`config.mk`:
```
export PLATFORM = sky130hd
export DESIGN_NAME = board_rst_seq
export DESIGN_NICKNAME = d
export VERILOG_FILES = /design/src/rtl/board_pkg.sv /design/src/rtl/board_deb_sync.sv /design/src/rtl/board_rst_seq.sv
export SDC_FILE = /design/constraint.sdc
export NUM_CORES = 1
export LEC_CHECK = 0
export BUFFER_PORTS_ARGS = -buffer_cell sky130_fd_sc_hd__buf_4
export CAP_MARGIN = 20
export CORE_MARGIN = 2
export CORE_UTILIZATION = 61
export CTS_CLUSTER_DIAMETER = 30
export DETAILED_ROUTE_END_ITERATION = 10
export PLACE_DENSITY = 0.79
export SYNTH_ARGS = -nofsm -noshare
export SYNTH_HDL_FRONTEND = slang
export SYNTH_SLANG_ARGS = --single-unit
```
`constraint.sdc`:
```
create_clock -name clk -period 2.6 [get_ports clk]
set_clock_uncertainty 0.1 [all_clocks]
set_input_delay 0.39 -clock clk [delete_from_list [all_inputs] [get_ports clk]]
set_output_delay 0.39 -clock clk [all_outputs]
set_load 0.01 [all_outputs]
```
`src/rtl/board_pkg.sv`:
```
// rtl/board_pkg.sv - state encoding, reset-cause codes and sizing helper for board_rst_seq
package board_pkg;

    typedef enum logic [1:0] {
        ST_HOLD      = 2'd0,
        ST_WAIT_LOCK = 2'd1,
        ST_PERIPH    = 2'd2,
        ST_RUN       = 2'd3
    } state_t;

    localparam logic [1:0] CAUSE_POR  = 2'd0;
    localparam logic [1:0] CAUSE_FPGA = 2'd1;
    localparam logic [1:0] CAUSE_MCU  = 2'd2;
    localparam logic [1:0] CAUSE_LOCK = 2'd3;

    function automatic int max3(input int a, input int b, input int c);
        int m;
        m = (a > b) ? a : b;
        return (m > c) ? m : c;
    endfunction

endpackage

```
`src/rtl/board_deb_sync.sv`:
```
// rtl/board_deb_sync.sv - 2-flop synchronizer followed by a saturating debounce counter
module board_deb_sync #(
    parameter int   DEB_CNT = 16000,
    parameter logic RST_VAL = 1'b0
) (
    input  logic clk,
    input  logic rst_n,
    input  logic raw,
    output logic deb
);

    localparam int CW = $clog2(DEB_CNT) + 1;

    logic [1:0]    sync;
    logic [CW-1:0] cnt;

    always_ff @(posedge clk or negedge rst_n) begin
        if (!rst_n) begin
            sync <= {2{RST_VAL}};
            cnt  <= '0;
            deb  <= RST_VAL;
        end else begin
            sync <= {sync[0], raw};
            // Any sample agreeing with the current output restarts the stability window.
            if (sync[1] == deb) begin
                cnt <= '0;
            end else if (cnt >= CW'(DEB_CNT - 1)) begin
                deb <= sync[1];
                cnt <= '0;
            end else begin
                cnt <= cnt + 1'b1;
            end
        end
    end

endmodule

```
`src/rtl/board_rst_seq.sv`:
```
// rtl/board_rst_seq.sv - board reset sequencer; BOARD_RST_SEQ_WAKEUP_DEB_EN adds wakeup debounce
module board_rst_seq
    import board_pkg::*;
#(
    parameter int DEB_CNT    = 16000,
    parameter int LOCK_HOLD  = 256,
    parameter int PERIPH_GAP = 16
) (
    input  logic       clk,
    input  logic       rst_n,
    input  logic       fpga_rst_raw_n,
    input  logic       mcu_rst_raw_n,
    input  logic       mmcm_locked,
    input  logic       wakeup_raw,
    output logic       periph_rst,
    output logic       core_rst_n,
    output logic       erst_n,
    output logic       dwakeup_n,
    output logic [1:0] state_o,
    output logic [1:0] rst_cause
);

    localparam int CNT_W = $clog2(max3(DEB_CNT, LOCK_HOLD, PERIPH_GAP)) + 1;

    state_t           state;
    logic [CNT_W-1:0] cnt;
    logic [1:0]       lock_sync;
    logic             locked;
    logic             fpga_deb;
    logic             mcu_deb;
    logic             hold_req;
    logic [1:0]       hold_cause;

    board_deb_sync #(.DEB_CNT(DEB_CNT), .RST_VAL(1'b0)) u_fpga_deb (
        .clk(clk), .rst_n(rst_n), .raw(fpga_rst_raw_n), .deb(fpga_deb)
    );

    board_deb_sync #(.DEB_CNT(DEB_CNT), .RST_VAL(1'b0)) u_mcu_deb (
        .clk(clk), .rst_n(rst_n), .raw(mcu_rst_raw_n), .deb(mcu_deb)
    );

    always_ff @(posedge clk or negedge rst_n) begin
        if (!rst_n) lock_sync <= 2'b00;
        else        lock_sync <= {lock_sync[0], mmcm_locked};
    end
    assign locked = lock_sync[1];

    // Priority order fpga > mcu > lock; lock loss only matters once the clock was qualified.
    always_comb begin
        hold_req   = 1'b0;
        hold_cause = CAUSE_POR;
        if (state != ST_HOLD) begin
            if (!fpga_deb) begin
                hold_req   = 1'b1;
                hold_cause = CAUSE_FPGA;
            end else if (!mcu_deb) begin
                hold_req   = 1'b1;
                hold_cause = CAUSE_MCU;
            end else if (!locked && state != ST_WAIT_LOCK) begin
                hold_req   = 1'b1;
                hold_cause = CAUSE_LOCK;
            end
        end
    end

    always_ff @(posedge clk or negedge rst_n) begin
        if (!rst_n) begin
            state      <= ST_HOLD;
            cnt        <= '0;
            periph_rst <= 1'b1;
            core_rst_n <= 1'b0;
            erst_n     <= 1'b0;
            rst_cause  <= CAUSE_POR;
        end else if (hold_req) begin
            state      <= ST_HOLD;
            cnt        <= '0;
            periph_rst <= 1'b1;
            core_rst_n <= 1'b0;
            erst_n     <= 1'b0;
            rst_cause  <= hold_cause;
        end else begin
            case (state)
                ST_HOLD: begin
                    if (fpga_deb && mcu_deb) begin
                        state <= ST_WAIT_LOCK;
                        cnt   <= '0;
                    end
                end
                ST_WAIT_LOCK: begin
                    if (!locked) begin
                        cnt <= '0;
                    end else if (cnt >= CNT_W'(LOCK_HOLD - 1)) begin
                        state      <= ST_PERIPH;
                        cnt        <= '0;
                        periph_rst <= 1'b0;
                    end else begin
                        cnt <= cnt + 1'b1;
                    end
                end
                ST_PERIPH: begin
                    if (cnt >= CNT_W'(PERIPH_GAP - 1)) begin
                        state      <= ST_RUN;
                        cnt        <= '0;
                        core_rst_n <= 1'b1;
                        erst_n     <= 1'b1;
                    end else begin
                        cnt <= cnt + 1'b1;
                    end
                end
                ST_RUN: begin
                end
                default: state <= ST_HOLD;
            endcase
        end
    end

    assign state_o = state;

`ifdef BOARD_RST_SEQ_WAKEUP_DEB_EN
    logic wake_deb;

    board_deb_sync #(.DEB_CNT(DEB_CNT), .RST_VAL(1'b0)) u_wake_deb (
        .clk(clk), .rst_n(rst_n), .raw(wakeup_raw), .deb(wake_deb)
    );
    assign dwakeup_n = ~wake_deb;
`else
    logic wake_s1;

    // Second synchronizer stage is the inverted output flop itself.
    always_ff @(posedge clk or negedge rst_n) begin
        if (!rst_n) begin
            wake_s1   <= 1'b0;
            dwakeup_n <= 1'b1;
        end else begin
            wake_s1   <= wakeup_raw;
            dwakeup_n <= ~wake_s1;
        end
    end
`endif

endmodule
```
==> results of run 1 <==
==> cell families after synthesis <==
| logic type | after synthesis |
|---|---|
| flops | 61 |
| simple gates | 133 |
| xor+xnor | 32 |
| buf+inv | 18 |
| compound gates | 40 |
| fa+ha+maj | 6 |
| mux | 2 |
| other cells | 1 |
==> power by group <==
part	switching [mW]	internal [mW]	total, mW	leakage, nW
Sequential	0.0570	1.00	1.06	0.810
Clock	0.353	0.462	0.815	0.103
Combinational	0.367	0.215	0.582	0.527
==> timing repair <==
| action | in CTS | in global routing |
|---|---|---|
| hold buffers | 0 | 0 |
| setup endpoints to repair | 0 | 3 |
| gates resized for setup | 0 | 1 |
==> state kept, by name, summed over array words and instances, names as in the netlist <==
| register | flops |
|---|---|
| u_mcu_deb.cnt | 15 |
| wake_s1 | 1 |
| periph_rst | 1 |
| cnt | 15 |
| u_fpga_deb.sync | 2 |
| rst_cause | 2 |
| state_o | 2 |
| lock_sync | 2 |
| u_fpga_deb.cnt | 15 |
| u_mcu_deb.deb | 1 |
| u_mcu_deb.sync | 2 |
| u_fpga_deb.deb | 1 |
| erst_n | 1 |
| dwakeup_n | 1 |
==> cell type report <==
cell class	instances	area share [%]
Clock inverter	5	1.51
Multi-Input combinational cell	215	41.8
Clock buffer	11	4.25
Sequential cell	61	46.0
Inverter	9	1.02
Tap cell	67	2.52
Timing Repair Buffer	13	2.94
==> how the worst max path moves through the flow <==
stage                                 startpoint  cells past startpoint  slack [ns]                      to
after floorplan           state_o[1]$_DFFE_PN0P_                      9        0.46  state_o[0]$_DFFE_PN0P_
after global placement    state_o[1]$_DFFE_PN0P_                      7        0.31      cnt[6]$_DFFE_PN0P_
after detailed placement  state_o[1]$_DFFE_PN0P_                      7        0.22      cnt[6]$_DFFE_PN0P_
after CTS                 state_o[1]$_DFFE_PN0P_                      7        0.20      cnt[6]$_DFFE_PN0P_
after global routing      state_o[1]$_DFFE_PN0P_                      7        0.18      cnt[7]$_DFFE_PN0P_
final                     state_o[1]$_DFFE_PN0P_                      7        0.32  state_o[0]$_DFFE_PN0P_
==> worst max-delay path, delay by kind of cell (launching register included) <==
| family | cells | cell delay, ns |
|---|---|---|
| AO/OA/AOI/OAI | 5 | 1.23 |
| adder cells (fa/ha/maj) | 1 | 0.30 |
| buffers and inverters | 1 | 0.11 |
| flip-flops | 1 | 0.43 |
==> per-layer routing <==
| metal | vias up | GRT usage (%) |
|---|---|---|
| met4 | 0 | 8.28 |
| met5 | - | 0 |
| li1 | 1063 | - |
| met1 | 1065 | 26.9 |
| met2 | 22 | 37.4 |
| met3 | 8 | 9.08 |
==> layout by cell type (no fill, tap or decap), types with 4 or more instances in the layout <==
cell type   n
clkinv_2    4
nor3_1      6
ha_1        6
inv_1       8
a21oi_1     6
xnor2_1    16
buf_4      13
o21ai_0     5
clkbuf_8   10
a31oi_1     4
nor4_1      6
and3_1      5
and2_1      5
nor2_1     49
dfrtp_1    59
xor2_1     16
nand3_1    18
nand4_1     9
nand2_1    22
o21ai_1     4
==> through the flow <==
| stage | util (%) | instance area (sq um) | instances |
|---|---|---|---|
| 2_1_floorplan | - | 3000 | 294 |
| 3_3_place_gp | 66.3 | 3130 | 365 |
| 3_5_place_dp | 66.3 | 3130 | 365 |
| 4_1_cts | 70.4 | 3320 | 381 |
| 5_1_grt | 70.4 | 3320 | 381 |
| 6_report | 70.4 | 3320 | 381 |
==> results.txt, run 1 <==
Number of port buffers: 13
Router iterations before antenna repair: 4
Initial DRC count: 126
Ys async rst share: 100%
Drt drc: 0
CTS clk-pin slew, worst paths: 0.06 ns
Pwr/cell area: 739 nW/um^2
Fmax: 438 MHz
Largest net degree at the start of global routing: 62
Fin Hold WS: 0.00792 ns
Row count: 25
Post-synthesis xor/xnor area fraction: 9.36%
Initial Util: 63.4%
Synth Area per Inst: 10.2 sq um
Synth Instances: 293
Clock sink total: 61
Reg2reg start: state_o[1]$_DFFE_PN0P_
RSZ-0062 raised after global routing: no
DR vias/cell: 5.66
Post-synthesis mux area share: 0.753%
Layout cells sized above 1: 15.0%
Worst slew margin: 51.1%
Synth Area in Adders: 2.51%
Die area: 5480 sq um
Min Tclk post-route: 2.28 ns
First-pass GRT wire length: 9320 microns
Vias in the first global route: 2160
Design Power: 2.46 mW
Setup violations, final: 0
Worst setup EP type: flip-flop
Bufs on Longest Clock Path: 2
Leak: 1.44 nW
Flops & latches, synth: 61
Core area: 4720 sq um
Area occupied by multi-input gates: 1390 sq um
R2r setup slk: 0.32 ns
Max-cap violations: 0
Top routing layer in use: met4
Die X: 74.0 microns
Clock latency on the worst-skew pair: 0.34 ns
Nets@finish: 321
Setup bufs post-CTS: 0
Netlist Area Pre-Place: 2990 sq um
Worst Hold Class: input port to async pin
Register area: 1530 sq um
Main combinational cell family by area after synthesis: simple AND/OR/NAND/NOR gates
Synth top area cells: dfrtp_1 49%, nor2_1 6.1%, xnor2_1 4.7%
Top post-synthesis cells by count: 59 x dfrtp_1, 49 x nor2_1, 22 x nand2_1
Outcome: finished clean
Startpoint types: flip-flop
Number of synthesized flops with an enable pin: 0
Met3 WL: 178 microns
Metal-1 WL: 2410 microns
Routed WL: 5320 microns
CP required: 2.73 ns
Via count: 2158
GP Congestion: 0.833
Distinct cells, synth: 51
Slowest-stage cell, CP: dfrtp_1
FF-to-FF End: state_o[0]$_DFFE_PN0P_
GRT Total Usage: 22.6%
H-tree depth: 3
Num ports: 14
Hold Vio Cnt, Final: 0
Slew Limit Fails: 0
R2R cell count: 7
Most frequent cell after synthesis: dfrtp_1
Peak VDD IR: 479 uV
Total Neg Setup Slack: 0 ns
Antenna-violating nets left: 0
Critical path class: flip-flop to flip-flop
Fill cell count: 339
Worst setup margin: 0.316 ns
Initial antenna violation count: 0
Die height: 74.0 microns
Register area share after synthesis: 51.1%
Slew of the pin with the lowest slew margin: 0.734 ns
CTS tree: yes
Post-Synth Simple-Gate Area: 22.7%
Root Driver: clkbuf_8
Synth warnings: 0
Inserted Clock Buffers: 9
Wire length per cell after detailed routing: 14.0 microns
ANT cells: 0
Area leader, netlist: dfrtp_1
Most common flop cell mapped by yosys: dfrtp_1
HPWL Detailed: 3670 microns
Met2 WL: 2660 microns
CP arrival: 2.41 ns
Worst-path fanout max: 18
Synth Area in Compound Gates: 10.8%
Max incr delay on CP: 0.43 ns
Place WS: 0.223 ns
GR Overflow Total: 0
Critical-path cell list: inv_1, ha_1, a21boi_0, a21o_2, a21o_1, o311a_1, a31o_1
Area Growth Syn to Fin: 11.1%
Final Cycle Share: 87.9%
Top cell type's share of synthesized area: 49.3%
No activity file was read; power rests on OpenSTA's default activity.
==> run 2: changes to the inputs <==
--- a/config.mk
+++ b/config.mk
@@ -5,6 +5,7 @@
 export SDC_FILE = /design/constraint.sdc
 export NUM_CORES = 1
 export LEC_CHECK = 0
+export ABC_AREA = 1
 export BUFFER_PORTS_ARGS = -buffer_cell sky130_fd_sc_hd__buf_4
 export CAP_MARGIN = 20
 export CORE_MARGIN = 2
==> run 2 against run 1 <==
  * First-iteration DRC count up 53%
  * Synthesized area up 1.1%
  * Largest power group unchanged
  * Die area up 1.0%
  * Wire length up 0.92%
  * Critical endpoint is now state_o[1]$_DFFE_PN0P_
  * Total power up 0.74%
  * Non-clock buffer count unchanged
  * Final cell count up 18%
  * Sequential power about the same
  * Fmax up 13%
  * Register-to-register slack better by 0.25 ns
==> results.txt, run 2 <==
Min Tclk post-route: 2.03 ns (was 2.28 ns)
Die height: 74.4 microns (was 74.0 microns)
Slowest-stage cell, CP: dfrtp_1 (unchanged)
Reg2reg start: state_o[1]$_DFFE_PN0P_ (unchanged)
Vias in the first global route: 2174 (was 2160)
Antenna-violating nets left: 0 (unchanged)
Leak: 1.56 nW (was 1.44 nW)
GR Overflow Total: 0 (unchanged)
Nets@finish: 391 (was 321)
Outcome: finished clean (unchanged)
Worst setup EP type: flip-flop (unchanged)
R2r setup slk: 0.57 ns (was 0.32 ns)
Number of synthesized flops with an enable pin: 0 (unchanged)
Wire length per cell after detailed routing: 11.9 microns (was 14.0 microns)
Via count: 2312 (was 2158)
Initial Util: 63.6% (was 63.4%)
Routed WL: 5370 microns (was 5320 microns)
Inserted Clock Buffers: 9 (unchanged)
ANT cells: 0 (unchanged)
Initial antenna violation count: 0 (unchanged)
Num ports: 14 (unchanged)
Most common cell after layout, fill and taps aside: nor2_1 (was dfrtp_1)
Distinct cells, synth: 34 (was 51)
Worst Hold Class: input port to async pin (unchanged)
Root Driver: clkbuf_8 (unchanged)
Synth top area cells: dfrtp_1 49%, nor2_1 9.1%, nand2_1 8.6% (was dfrtp_1 49%, nor2_1 6.1%, xnor2_1 4.7%)
Flops & latches, synth: 61 (unchanged)
First-pass GRT wire length: 9470 microns (was 9320 microns)
Register area: 1530 sq um (unchanged)
Number of instances in the placed design: 435 (was 365)
Synth Area per Inst: 8.38 sq um (was 10.2 sq um)
Hold Vio Cnt, Final: 0 (unchanged)
Final Non-Filler Cells: 450 (was 381)
Pwr/cell area: 733 nW/um^2 (was 739 nW/um^2)
Top cell type's share of synthesized area: 48.8% (was 49.3%)
Largest net degree at the start of global routing: 62 (unchanged)
HPWL Detailed: 3680 microns (was 3670 microns)
Finished Cell Area: 3380 sq um (was 3320 sq um)
Slew of the pin with the lowest slew margin: 0.741 ns (was 0.734 ns)
Cell Area, Placed: 3140 sq um (was 3130 sq um)
Peak VDD IR: 413 uV (was 479 uV)
CP required: 2.73 ns (about the same)
RSZ-0062 raised after global routing: no (unchanged)
Drt drc: 0 (unchanged)
Area occupied by multi-input gates: 1280 sq um (was 1390 sq um)
Critical path class: flip-flop to flip-flop (unchanged)
Max incr delay on CP: 0.43 ns (about the same)
CP arrival: 2.16 ns (was 2.41 ns)
Die area: 5540 sq um (was 5480 sq um)
Worst-path fanout max: 6 (was 18)
Clock latency on the worst-skew pair: 0.34 ns (about the same)
CTS tree: yes (unchanged)
Post-CTS Hold Buffers: 0 (unchanged)
R2R cell count: 10 (was 7)
Bufs on Longest Clock Path: 2 (unchanged)
Setup crit end: state_o[1]$_DFFE_PN0P_ (was state_o[0]$_DFFE_PN0P_)
Synth Instances: 361 (was 293)
Cts repair resizes: 0 (unchanged)
Clock sink total: 61 (unchanged)
Critical-path cell list: inv_1, ha_1, nor2_1, nor2_2, nor2_1, inv_1, nand4_1, nand3_1, nand2_1, nand2_1 (was inv_1, ha_1, a21boi_0, a21o_2, a21o_1, o311a_1, a31o_1)
Slew Limit Fails: 0 (unchanged)
Total Neg Setup Slack: 0 ns (unchanged)
FF-to-FF End: state_o[1]$_DFFE_PN0P_ (was state_o[0]$_DFFE_PN0P_)
Area leader, netlist: dfrtp_1 (unchanged)
Max-cap violations: 0 (unchanged)
Core area: 4750 sq um (was 4720 sq um)
Initial DRC count: 193 (was 126)
GP Congestion: 0.899 (was 0.833)
Setup bufs post-CTS: 0 (unchanged)
Top post-synthesis cells by count: 73 x nor2_1, 69 x nand2_1, 59 x dfrtp_1 (was 59 x dfrtp_1, 49 x nor2_1, 22 x nand2_1)
Startpoint types: flip-flop (unchanged)
Ys async rst share: 100% (unchanged)
Most common flop cell mapped by yosys: dfrtp_1 (unchanged)
DR vias/cell: 5.14 (was 5.66)
Synth warnings: 0 (unchanged)
Worst slew margin: 50.6% (was 51.1%)
Area Growth Syn to Fin: 11.6% (was 11.1%)
Most frequent cell after synthesis: nor2_1 (was dfrtp_1)
H-tree depth: 3 (unchanged)
Fill cell count: 397 (was 339)
Die X: 74.4 microns (was 74.0 microns)
Most frequent cells in the layout: 73 x nor2_1, 69 x nand2_1, 59 x dfrtp_1, 40 x inv_1, 24 x nand3_1 (was 59 x dfrtp_1, 49 x nor2_1, 22 x nand2_1, 18 x nand3_1)
Fmax: 493 MHz (was 438 MHz)
Number of port buffers: 13 (unchanged)
CTS clk-pin slew, worst paths: 0.07 ns (was 0.06 ns)
Largest regs: cnt (15), u_fpga_deb.cnt (15), u_mcu_deb.cnt (15) (unchanged)
Register area share after synthesis: 50.5% (was 51.1%)
Final Cycle Share: 78.1% (was 87.9%)
Worst setup path start: state_o[1]$_DFFE_PN0P_ (unchanged)
Row count: 25 (unchanged)
Setup violations, final: 0 (unchanged)
Design Power: 2.48 mW (was 2.46 mW)
Netlist Area Pre-Place: 3030 sq um (was 2990 sq um)
Layout cells sized above 1: 11.0% (was 15.0%)
Router iterations before antenna repair: 4 (unchanged)
GRT Total Usage: 22.9% (was 22.6%)
run 2: per-layer routing:
metal	vias to the layer above	wire [microns]	track usage, %
li1	1183	-	-
met1	1067	2580	29.7
met2	54	2470	35.6
met3	8	232	6.23
met4	0	90	11.1
met5	-	0	0
run 2: power by group:
part | internal, mW | total, mW | switching (mW) | leakage (nW)
logic | 0.150 | 0.453 | 0.303 | 0.634
clock network | 0.613 | 0.974 | 0.361 | 0.115
registers | 1.00 | 1.05 | 0.0459 | 0.812
total | 1.77 | 2.48 | 0.710 | 1.56
run 2: per-stage QoR:
| step | setup WS (ns) | utilization (%) | hold WS [ns] |
|---|---|---|---|
| floorplan | 0.838 | - | -0.00559 |
| detailed placement | 0.588 | 66.1 | 0.236 |
| global placement | 0.749 | 66.1 | 0.234 |
| CTS | 0.560 | 71.0 | 0.0387 |
| finish | 0.570 | 71.0 | 0.0181 |
| global route | 0.304 | 71.0 | 0.0400 |
run 2: area by class of cell:
class,instances,share of cell area [%]
clock buffer,12,4.89
clock inverter,3,2.00
inverter,41,4.56
multi-input combinational,253,37.9
sequential,61,45.3
tap,67,2.48
timing repair buffer,13,2.89
run 2: how the worst min path moves through the flow:
stage,startpoint,endpoint,slack (ns),cells after the start
2_1_floorplan,rst_n,cnt[0]$_DFFE_PN0P_,-0.006,0
3_3_place_gp,lock_sync[0]$_DFF_PN0_,lock_sync[1]$_DFF_PN0_,0.23,0
3_5_place_dp,lock_sync[0]$_DFF_PN0_,lock_sync[1]$_DFF_PN0_,0.24,0
4_1_cts,rst_n,cnt[6]$_DFFE_PN0P_,0.04,1
5_1_grt,fpga_rst_raw_n,u_fpga_deb.sync[0]$_DFF_PN0_,0.04,1
6_report,rst_n,cnt[5]$_DFFE_PN0P_,0.02,1
run 2: logic make-up (layout without fill, tap and decap cells):
logic type / after synthesis / after routing / synth area share [%]
xor gates and xnor gates: 17 / 17 / 4.92
AOI/OAI and AO/OA: 32 / 32 / 6.29
buffers and inverters: 48 / 69 / 7.28
adders and majority gates: 6 / 6 / 2.48
and+or+nand+nor: 196 / 196 / 28.4
DFF: 61 / 61 / 50.5
other: 1 / 2 / 0.124
run 2: worst max-delay path, delay by kind of cell (launching register included):
kind          cells  cell delay [ns]
flops             1             0.43
simple gates      7             0.92
buf+inv           2             0.22
fa+ha+maj         1             0.25
